### config.mk
export PLATFORM = sky130hd
export DESIGN_NAME = hazard_ctrl
export DESIGN_NICKNAME = d
export VERILOG_FILES = /design/src/rtl/hazard_pkg.sv /design/src/rtl/md_busy_counter.sv /design/src/rtl/hazard_ctrl.sv
export SDC_FILE = /design/constraint.sdc
export NUM_CORES = 1
export LEC_CHECK = 0
export CELL_PAD_IN_SITES_DETAIL_PLACEMENT = 1
export CELL_PAD_IN_SITES_GLOBAL_PLACEMENT = 2
export CORE_UTILIZATION = 30
export DETAILED_ROUTE_END_ITERATION = 8
export PLACE_DENSITY_LB_ADDON = 0.1
export SKIP_CTS_REPAIR_TIMING = 1
export SKIP_LAST_GASP = 1
export SYNTH_ARGS = -nofsm -noshare
export SYNTH_HDL_FRONTEND = slang
export SYNTH_SLANG_ARGS = --single-unit
### constraint.sdc
create_clock -name clk -period 6.1 [get_ports clk]
set_clock_uncertainty 0.15 [all_clocks]
set_input_delay 1.83 -clock clk [delete_from_list [all_inputs] [get_ports clk]]
set_output_delay 1.83 -clock clk [all_outputs]
set_load 0.02 [all_outputs]
### src/rtl/hazard_pkg.sv
// Shared types, encodings and helpers for the pipeline hazard controller.
package hazard_pkg;

  localparam int unsigned HZ_ADDR_W = 5;
  localparam int unsigned HZ_TIME_W = 2;

  // Tuse value meaning the operand is not read at all.
  localparam logic [HZ_TIME_W-1:0] TUSE_NONE = '1;

  // Forward select encoding for "take the operand from the register file".
  localparam int unsigned FWD_GRF = 0;

  // One in-flight writer tracked after D.
  typedef struct packed {
    logic                 valid;
    logic [HZ_ADDR_W-1:0] addr;
    logic                 we;
    logic [HZ_TIME_W-1:0] rem;
  } sb_entry_t;

  // Decrement that floors at zero so remaining time never wraps.
  function automatic logic [HZ_TIME_W-1:0] sat_dec(input logic [HZ_TIME_W-1:0] v);
    return (v == '0) ? '0 : v - HZ_TIME_W'(1);
  endfunction

endpackage

### src/rtl/md_busy_counter.sv
// Mult/div unit busy tracker: loads a latency on start, counts down to zero.
module md_busy_counter
  import hazard_pkg::*;
#(
  parameter int unsigned MULT_CYC = 5,
  parameter int unsigned DIV_CYC  = 10
) (
  input  logic clk,
  input  logic rst_n,
  input  logic load,
  input  logic is_div,
  output logic busy
);

  localparam int unsigned CNT_MAX = (DIV_CYC > MULT_CYC) ? DIV_CYC : MULT_CYC;
  localparam int unsigned CNT_W   = $clog2(CNT_MAX + 1);

  logic [CNT_W-1:0] cnt_d, cnt_q;

  // Next count: reload on start, otherwise count down and hold at zero.
  always_comb begin
    cnt_d = cnt_q;
    if (load) begin
      cnt_d = is_div ? CNT_W'(DIV_CYC) : CNT_W'(MULT_CYC);
    end else if (cnt_q != '0) begin
      cnt_d = cnt_q - CNT_W'(1);
    end
  end

  // Counter register.
  always_ff @(posedge clk or negedge rst_n) begin
    if (!rst_n) cnt_q <= '0;
    else        cnt_q <= cnt_d;
  end

  assign busy = (cnt_q != '0);

endmodule

### src/rtl/hazard_ctrl.sv
// D-stage stall and operand-forwarding controller for the five-stage pipeline.
module hazard_ctrl
  import hazard_pkg::*;
#(
  parameter int unsigned ADDR_W   = HZ_ADDR_W,
  parameter int unsigned NSTAGE   = 3,
  parameter int unsigned TIME_W   = HZ_TIME_W,
  parameter int unsigned MULT_CYC = 5,
  parameter int unsigned DIV_CYC  = 10
) (
  input  logic                             clk,
  input  logic                             rst_n,
  input  logic                             flush,
  input  logic                             d_valid,
  input  logic [ADDR_W-1:0]                d_addr,
  input  logic                             d_grfwe,
  input  logic [TIME_W-1:0]                d_tnew,
  input  logic [ADDR_W-1:0]                d_rs,
  input  logic [ADDR_W-1:0]                d_rt,
  input  logic [TIME_W-1:0]                d_tuse_rs,
  input  logic [TIME_W-1:0]                d_tuse_rt,
  input  logic                             d_md_instr,
  input  logic                             d_md_start,
  input  logic                             d_md_is_div,
  output logic                             stall,
  output logic [$clog2(NSTAGE+1)-1:0]      fwd_rs_sel,
  output logic [$clog2(NSTAGE+1)-1:0]      fwd_rt_sel,
  output logic                             md_busy
);

  localparam int unsigned FWD_W = $clog2(NSTAGE + 1);

  // Entry 0 is E, higher indices are older stages.
  sb_entry_t sb_q [NSTAGE];
  sb_entry_t sb_d [NSTAGE];

  logic [NSTAGE-1:0]  live;
  logic               rs_hit, rt_hit;
  logic [TIME_W-1:0]  rs_rem, rt_rem;
  int                 rs_idx, rt_idx;
  logic               stall_rs, stall_rt;
  logic               issue;

  // An entry can only be a forwarding source if it really writes a non-zero register.
  always_comb begin
    for (int k = 0; k < NSTAGE; k++) begin
      live[k] = sb_q[k].valid & sb_q[k].we & (sb_q[k].addr != '0);
    end
  end

  // Youngest-match priority encoders: scan oldest to youngest so the lowest index wins.
  always_comb begin
    rs_hit = 1'b0;
    rs_rem = '0;
    rs_idx = 0;
    rt_hit = 1'b0;
    rt_rem = '0;
    rt_idx = 0;
    for (int k = NSTAGE - 1; k >= 0; k--) begin
      if (live[k] && (sb_q[k].addr == d_rs)) begin
        rs_hit = 1'b1;
        rs_rem = sb_q[k].rem;
        rs_idx = k;
      end
      if (live[k] && (sb_q[k].addr == d_rt)) begin
        rt_hit = 1'b1;
        rt_rem = sb_q[k].rem;
        rt_idx = k;
      end
    end
  end

  // Stall when a matched producer is still too far from ready, or the MD unit is busy.
  always_comb begin
    stall_rs   = rs_hit && (d_tuse_rs != TUSE_NONE) && (rs_rem > d_tuse_rs);
    stall_rt   = rt_hit && (d_tuse_rt != TUSE_NONE) && (rt_rem > d_tuse_rt);
    stall      = d_valid & (stall_rs | stall_rt | (d_md_instr & md_busy));
    issue      = d_valid & ~stall;
    fwd_rs_sel = (rs_hit && (rs_rem == '0)) ? FWD_W'(rs_idx + 1) : FWD_W'(FWD_GRF);
    fwd_rt_sel = (rt_hit && (rt_rem == '0)) ? FWD_W'(rt_idx + 1) : FWD_W'(FWD_GRF);
  end

  // Scoreboard next state: issue or bubble into E, age everything else; flush clears all.
  always_comb begin
    for (int k = 0; k < NSTAGE; k++) begin
      sb_d[k] = '0;
    end
    if (!flush) begin
      if (issue) begin
        sb_d[0].valid = 1'b1;
        sb_d[0].addr  = d_addr;
        sb_d[0].we    = d_grfwe;
        sb_d[0].rem   = sat_dec(d_tnew);
      end
      for (int k = 1; k < NSTAGE; k++) begin
        sb_d[k]     = sb_q[k-1];
        sb_d[k].rem = sat_dec(sb_q[k-1].rem);
      end
    end
  end

  // Scoreboard registers; shift happens regardless of stall.
  always_ff @(posedge clk or negedge rst_n) begin
    if (!rst_n) begin
      for (int k = 0; k < NSTAGE; k++) begin
        sb_q[k] <= '0;
      end
    end else begin
      sb_q <= sb_d;
    end
  end

  // Mult/div busy tracking; a reload can only happen once the unit is idle.
  md_busy_counter #(
    .MULT_CYC (MULT_CYC),
    .DIV_CYC  (DIV_CYC)
  ) u_md_busy (
    .clk    (clk),
    .rst_n  (rst_n),
    .load   (issue & d_md_start),
    .is_div (d_md_is_div),
    .busy   (md_busy)
  );

endmodule
==> flow_metrics.env, run 1 <==
export IMPL_peakVddDrop_v=0.000130
export IMPL_drc=0
export IMPL_worst_ep_required_time_ps=4120
export IMPL_whs_ps=353
export IMPL_viasPerCell=4.87
export IMPL_post_dp_cell_area_sq_mm=0.00248
export IMPL_portBuffers=34
export IMPL_cts_made_buffers=5
export IMPL_cts_tree="yes"
export IMPL_synth_edf_count=0
export IMPL_synth_distinct_cells=38
export IMPL_final_cell_mix="dfrtp_1, buf_4, clkdlybuf4s50_1"
export IMPL_setup_viol=0
export IMPL_numClockSinks=31
export IMPL_antenna_found_initial=0
export IMPL_rows=28
export IMPL_synth_avg_cell_area_sq_um=10.7
export IMPL_tightest_slew_ps=757
export IMPL_layout_commonest_cell="dfrtp_1"
export IMPL_dp_final_hpwl_um=4000
export IMPL_ys_seq_area_share_pct=42.1
export IMPL_drt_total_wl_um=5080
export IMPL_min_period_ps=6030
export IMPL_power_total_mw=0.576
export IMPL_clk_latency_ps=280
export IMPL_grt_pass1_wl_um=7980
export IMPL_cp_end_kind="output port"
export IMPL_max_slew_margin_pct=49.4
export IMPL_critPathKind="input port to output port"
export IMPL_wl_per_cell_um=15.9
export IMPL_design_area_sq_mm=0.00282
export IMPL_worstPathMaxFanout=3
export IMPL_fp_dieH_um=80.4
export IMPL_ios=35
export IMPL_synth_top_area_share_pct=42.1
export IMPL_finalHoldViolCount=0
export IMPL_grt_max_degree=32
export IMPL_synthCells=172
export IMPL_clk_pin_slew_ps=60
export IMPL_multiInputGateArea_sq_mm=0.00124
export IMPL_yosys_register_bits=31
export IMPL_seqCellArea_sq_um=776
export IMPL_fin_nets=279
export IMPL_grt_pass1_vias=1740
export IMPL_initial_core_util_pct=31.1
export IMPL_drive_above_1_share_pct=34.3
export IMPL_power_density_mw_per_mm2=204
export IMPL_vias=1558
export IMPL_drt_iter0_markers=42
export IMPL_syn_nets=207
export IMPL_fp_dieW_um=80.4
export IMPL_die_area_sq_mm=0.00646
export IMPL_ys_flop_type="dfrtp_1"
export IMPL_critPathLaunchType="input port"
export IMPL_num_fill_cells=664
export IMPL_place_gp_congestion=0.824
export IMPL_fin_crit_sh_pct=98.9
export IMPL_yosysWarningCount=0
export IMPL_final_max_slew_viol_count=0
export IMPL_dr_pass1_iters=4
export IMPL_status="finished clean"
export IMPL_yosys_area_top_type="dfrtp_1"
export IMPL_cap_violations=0
export IMPL_htree_levels=2
export IMPL_syn_cell_area_sq_mm=0.00184
export IMPL_area_growth_syn_to_layout_pct=53.0
export IMPL_clockBufferDepth=2
export IMPL_fp_coreArea_sq_mm=0.00592
export IMPL_cp_arrival_ps=4050
export IMPL_min_path_type="register to register"
export IMPL_synthArstFlopShare_pct=100
export IMPL_rsz0062_at_grt="yes"
export IMPL_timing_fmax_mhz=166
export IMPL_track_usage_pct=16.8
export IMPL_grt_ovfl_total=0
export IMPL_cts_root_buf="clkbuf_8"
export IMPL_leakage_nw=1.29
export IMPL_drtAntennaViolNets=0
export IMPL_diodes=0
export IMPL_synthTopCellsByArea="dfrtp_1, xor2_1, xnor2_1, nor2b_1, ha_1"
## Yosys cell counts (all sizes together) (5+ instances only)
library cell / number
a21oi: 5
and2: 10
dfrtp: 31
ha: 6
inv: 8
nand3: 5
nor2: 6
nor2b: 14
nor4: 7
xnor2: 15
xor2: 17
## per-stage QoR
stage	setup TNS, ps	instances	setup slack, ps	utilization, %
2_1_floorplan	0	172	19.6	-
3_3_place_gp	-1430	307	-838	41.9
3_5_place_dp	-1640	307	-901	41.9
4_1_cts	-1660	315	-904	43.6
5_1_grt	-90.2	320	-90.2	47.6
6_report	0	320	68.3	47.6
## state kept, by name, indices dropped and copies added (netlist names)
| name | count |
|---|---|
| u_md_busy.cnt_q | 4 |
| sb_q | 27 |
## power by group
group	leakage, nW	internal [mW]	switching, mW
Combinational	0.815	0.0826	0.0771
Clock	0.0515	0.103	0.0716
Sequential	0.421	0.225	0.0167
Total	1.29	0.411	0.165
## path summary, 6_finish.rpt
check	endpoint	start	cells past startpoint	slack [ps]
max in group asynchronous	sb_q[19]$_DFF_PN0_	rst_n	2	3710
min in group asynchronous	sb_q[26]$_DFF_PN0_	rst_n	2	1790
hold / removal	sb_q[0]$_DFF_PN0_	sb_q[9]$_DFF_PN0_	1	350
setup / recovery	stall	d_rt[2]	13	70
setup reg to reg	u_md_busy.cnt_q[1]$_DFFE_PN0P_	sb_q[13]$_DFF_PN0_	15	2050
hold reg to reg	sb_q[0]$_DFF_PN0_	sb_q[9]$_DFF_PN0_	1	350
## cell families (layout without fill, tap and decap cells)
group	after synthesis	count (layout)	share of synthesized area, %
buf+inv	9	82	1.83
flops	31	31	42.1
xor+xnor	32	32	15.2
fa+ha+maj	6	6	4.08
mux	6	6	3.40
simple gates	68	68	24.7
compound gates	20	20	8.63
## worst max-delay path, cell delays in order
cell and delay [ps]:
buf_2 150, xor2_2 190, nor4_4 70, buf_4 160, buf_4 140, a221o_1 340, and2_4 170, ha_4 270
a21oi_1 70, a221oi_2 190, o31a_1 210, o31a_1 160, buf_6 120
## layer usage
metal / track usage (%) / vias to the layer above / routed length (um)
met4: 6.43 / 0 / 80
met2: 32.0 / 36 / 2860
met1: 18.2 / 780 / 1960
li1: - / 735 / -
met3: 2.73 / 7 / 178
met5: 0 / - / 0
## final cells by class
class | count | area share [%]
clock buffers | 8 | 3.55
inverters | 8 | 1.07
multi-input cells | 132 | 44.1
flip-flops and latches | 31 | 27.5
well taps | 75 | 3.33
repair buffers | 66 | 20.4
(Power assumes the default switching activity.)
==> run 2: changes to the inputs <==
Settings changed: CORE_UTILIZATION 30 to 35, DONT_BUFFER_PORTS set to 1, GPL_TIMING_DRIVEN set to 0, HOLD_SLACK_MARGIN set to 0.05.
==> run 2 against run 1 <==
  * Die area down 14%
  * Combinational power decreased by 29%
  * Non-clock buffer count fell by 57
  * Sequential share of layout area rose by 7.7 points
  * Largest cell class unchanged
==> flow_metrics.env, run 2 (same netlist as run 1, synthesis figures left out) <==
export IMPL_status="finished clean"
export IMPL_portBuffers=0
export IMPL_clockBufferDepth=2
export IMPL_clk_latency_ps=280
export IMPL_cp_slowest_cell="nor4_4"
export IMPL_peakVddDrop_v=0.000147
export IMPL_vias=1328
export IMPL_cap_violations=0
export IMPL_finalHoldViolCount=0
export IMPL_max_slew_margin_pct=63.1
export IMPL_wl_per_cell_um=16.8
export IMPL_fin_nets=222
export IMPL_diodes=0
export IMPL_drc=0
export IMPL_cts_tree="yes"
export IMPL_rsz0062_at_grt="yes"
export IMPL_area_growth_syn_to_layout_pct=19.4
export IMPL_cts_made_buffers=5
export IMPL_drt_total_wl_um=4320
export IMPL_antenna_found_initial=0
export IMPL_cts_root_buf="clkbuf_8"
export IMPL_fin_crit_sh_pct=99.1
export IMPL_drive_above_1_share_pct=18.6
export IMPL_final_max_slew_viol_count=0
export IMPL_cp_end_kind="output port"
export IMPL_fin_util_pct=43.3
export IMPL_dr_pass1_iters=4
export IMPL_grt_ovfl_total=0
export IMPL_die_area_sq_mm=0.00556
export IMPL_drtAntennaViolNets=0
export IMPL_drt_iter0_markers=39
export IMPL_setup_slack_ps=54.1
export IMPL_fp_dieH_um=74.5
export IMPL_design_area_sq_mm=0.00220
export IMPL_fp_dieW_um=74.5
export IMPL_crit_top_cell="o31a_1"
export IMPL_cp_num_buf_inv=0
export IMPL_initial_core_util_pct=36.3
export IMPL_rows=26
export IMPL_whs_ps=356
export IMPL_grt_pass1_wl_um=6710
export IMPL_num_fill_cells=570
export IMPL_numClockSinks=31
export IMPL_power_density_mw_per_mm2=232
export IMPL_htree_levels=2
export IMPL_min_path_type="register to register"
export IMPL_cpLargestDelayFamily="compound AO/OA/AOI/OAI gates"
export IMPL_tightest_slew_ps=549
export IMPL_fp_coreArea_sq_mm=0.00507
export IMPL_reg_top3="sb_q (27), u_md_busy.cnt_q (4)"
export IMPL_max_stage_delay_ps=320
export IMPL_clk_pin_slew_ps=60
export IMPL_final_cell_mix="dfrtp_1, xor2_1, nor2b_1"
export IMPL_timing_fmax_mhz=165
export IMPL_worstPathMaxFanout=4
export IMPL_grt_max_degree=32
export IMPL_grt_pass1_vias=1401
export IMPL_regMostFlops="sb_q"
export IMPL_dp_slack_ps=-330
export IMPL_post_dp_cell_area_sq_mm=0.00194
export IMPL_worst_ep_required_time_ps=4120
export IMPL_cp_arrival_ps=4070
export IMPL_critPathKind="input port to output port"
export IMPL_ios=35
export IMPL_viasPerCell=5.15
export IMPL_layout_commonest_cell="dfrtp_1"
export IMPL_dp_final_hpwl_um=3420
export IMPL_min_period_ps=6050
export IMPL_cp_cell_sequence="xnor2_4 > nand3_2 > nor4_4 > nor2_1 > a221o_1 > and2_4 > ha_4 > a21oi_1 > a221oi_2 > o31a_1 > o31a_1"
export IMPL_largest_reg_flops=27
export IMPL_place_gp_congestion=0.815
export IMPL_critPathLaunchType="input port"
export IMPL_setup_viol=0
export IMPL_leakage_nw=1.00
export IMPL_track_usage_pct=16.7
==> run 2: cell types whose count changed in the layout (fill, tap and decap cells not counted), sizes merged <==
| cell | change |
|---|---|
| buf | -30 |
| dlymetal6s2s | -1 |
| clkbuf | -5 |
| clkdlybuf4s50 | -23 |
| clkinv | +1 |
| clkinvlp | +1 |
==> run 2: final timing paths <==
path / start / end / slack, ps / cells after the start
setup / recovery: d_rt[3] / stall / 50 / 11
setup reg to reg: sb_q[15]$_DFF_PN0_ / u_md_busy.cnt_q[1]$_DFFE_PN0P_ / 2240 / 13
hold reg to reg: sb_q[9]$_DFF_PN0_ / sb_q[0]$_DFF_PN0_ / 360 / 1
max in group asynchronous: rst_n / sb_q[1]$_DFF_PN0_ / 4630 / 0
min in group asynchronous: rst_n / sb_q[20]$_DFF_PN0_ / 1090 / 0
hold / removal: sb_q[9]$_DFF_PN0_ / sb_q[0]$_DFF_PN0_ / 360 / 1
==> run 2: report_power, final <==
| part | switching [mW] | internal [mW] |
|---|---|---|
| combinational | 0.0569 | 0.0565 |
| clock | 0.0744 | 0.0796 |
| sequential | 0.0169 | 0.225 |
| total | 0.148 | 0.361 |
==> run 2: area by class of cell <==
| class | count | area (sq um) | area share (%) |
|---|---|---|---|
| inverter | 8 | 30.0 | 1.37 |
| sequential | 31 | 776 | 35.3 |
| tap | 70 | 87.6 | 3.98 |
| clock buffer | 6 | 72.6 | 3.30 |
| buffer | 1 | 3.75 | 0.171 |
| clock inverter | 2 | 12.5 | 0.569 |
| timing repair buffer | 8 | 60.1 | 2.73 |
| multi-input combinational | 132 | 1160 | 52.6 |
==> run 2: routing by layer <==
| metal | track usage [%] | routed length (um) | part of all wire, % |
|---|---|---|---|
| met2 | 28.3 | 2230 | 51 |
| met5 | 0 | 0 | 0 |
| met4 | 4.19 | 38 | 0.88 |
| met1 | 20.7 | 1830 | 42 |
| met3 | 5.01 | 229 | 5.3 |
==> run 2: stage by stage <==
| stage | total power [mW] | setup TNS, ps | instances |
|---|---|---|---|
| CTS | 0.513 | -325 | 250 |
| detailed placement | 0.354 | -330 | 242 |
| finish | 0.509 | 0 | 258 |
| floorplan | 0.330 | 0 | 172 |
| global route | 0.546 | -85.0 | 258 |
| global placement | 0.345 | -278 | 242 |
==> run 2: worst reg2reg max path, stage by stage, from the launching register on <==
cell and delay [ps]:
dfrtp_1 480, or4_1 530, o211ai_2 300, nor4_4 110, buf_4 160, a221o_1 340
and2_4 170, ha_4 210, a21oi_1 170, a221oi_2 50, o31a_1 180, buf_4 170
nor4_4 350, mux2_2 380
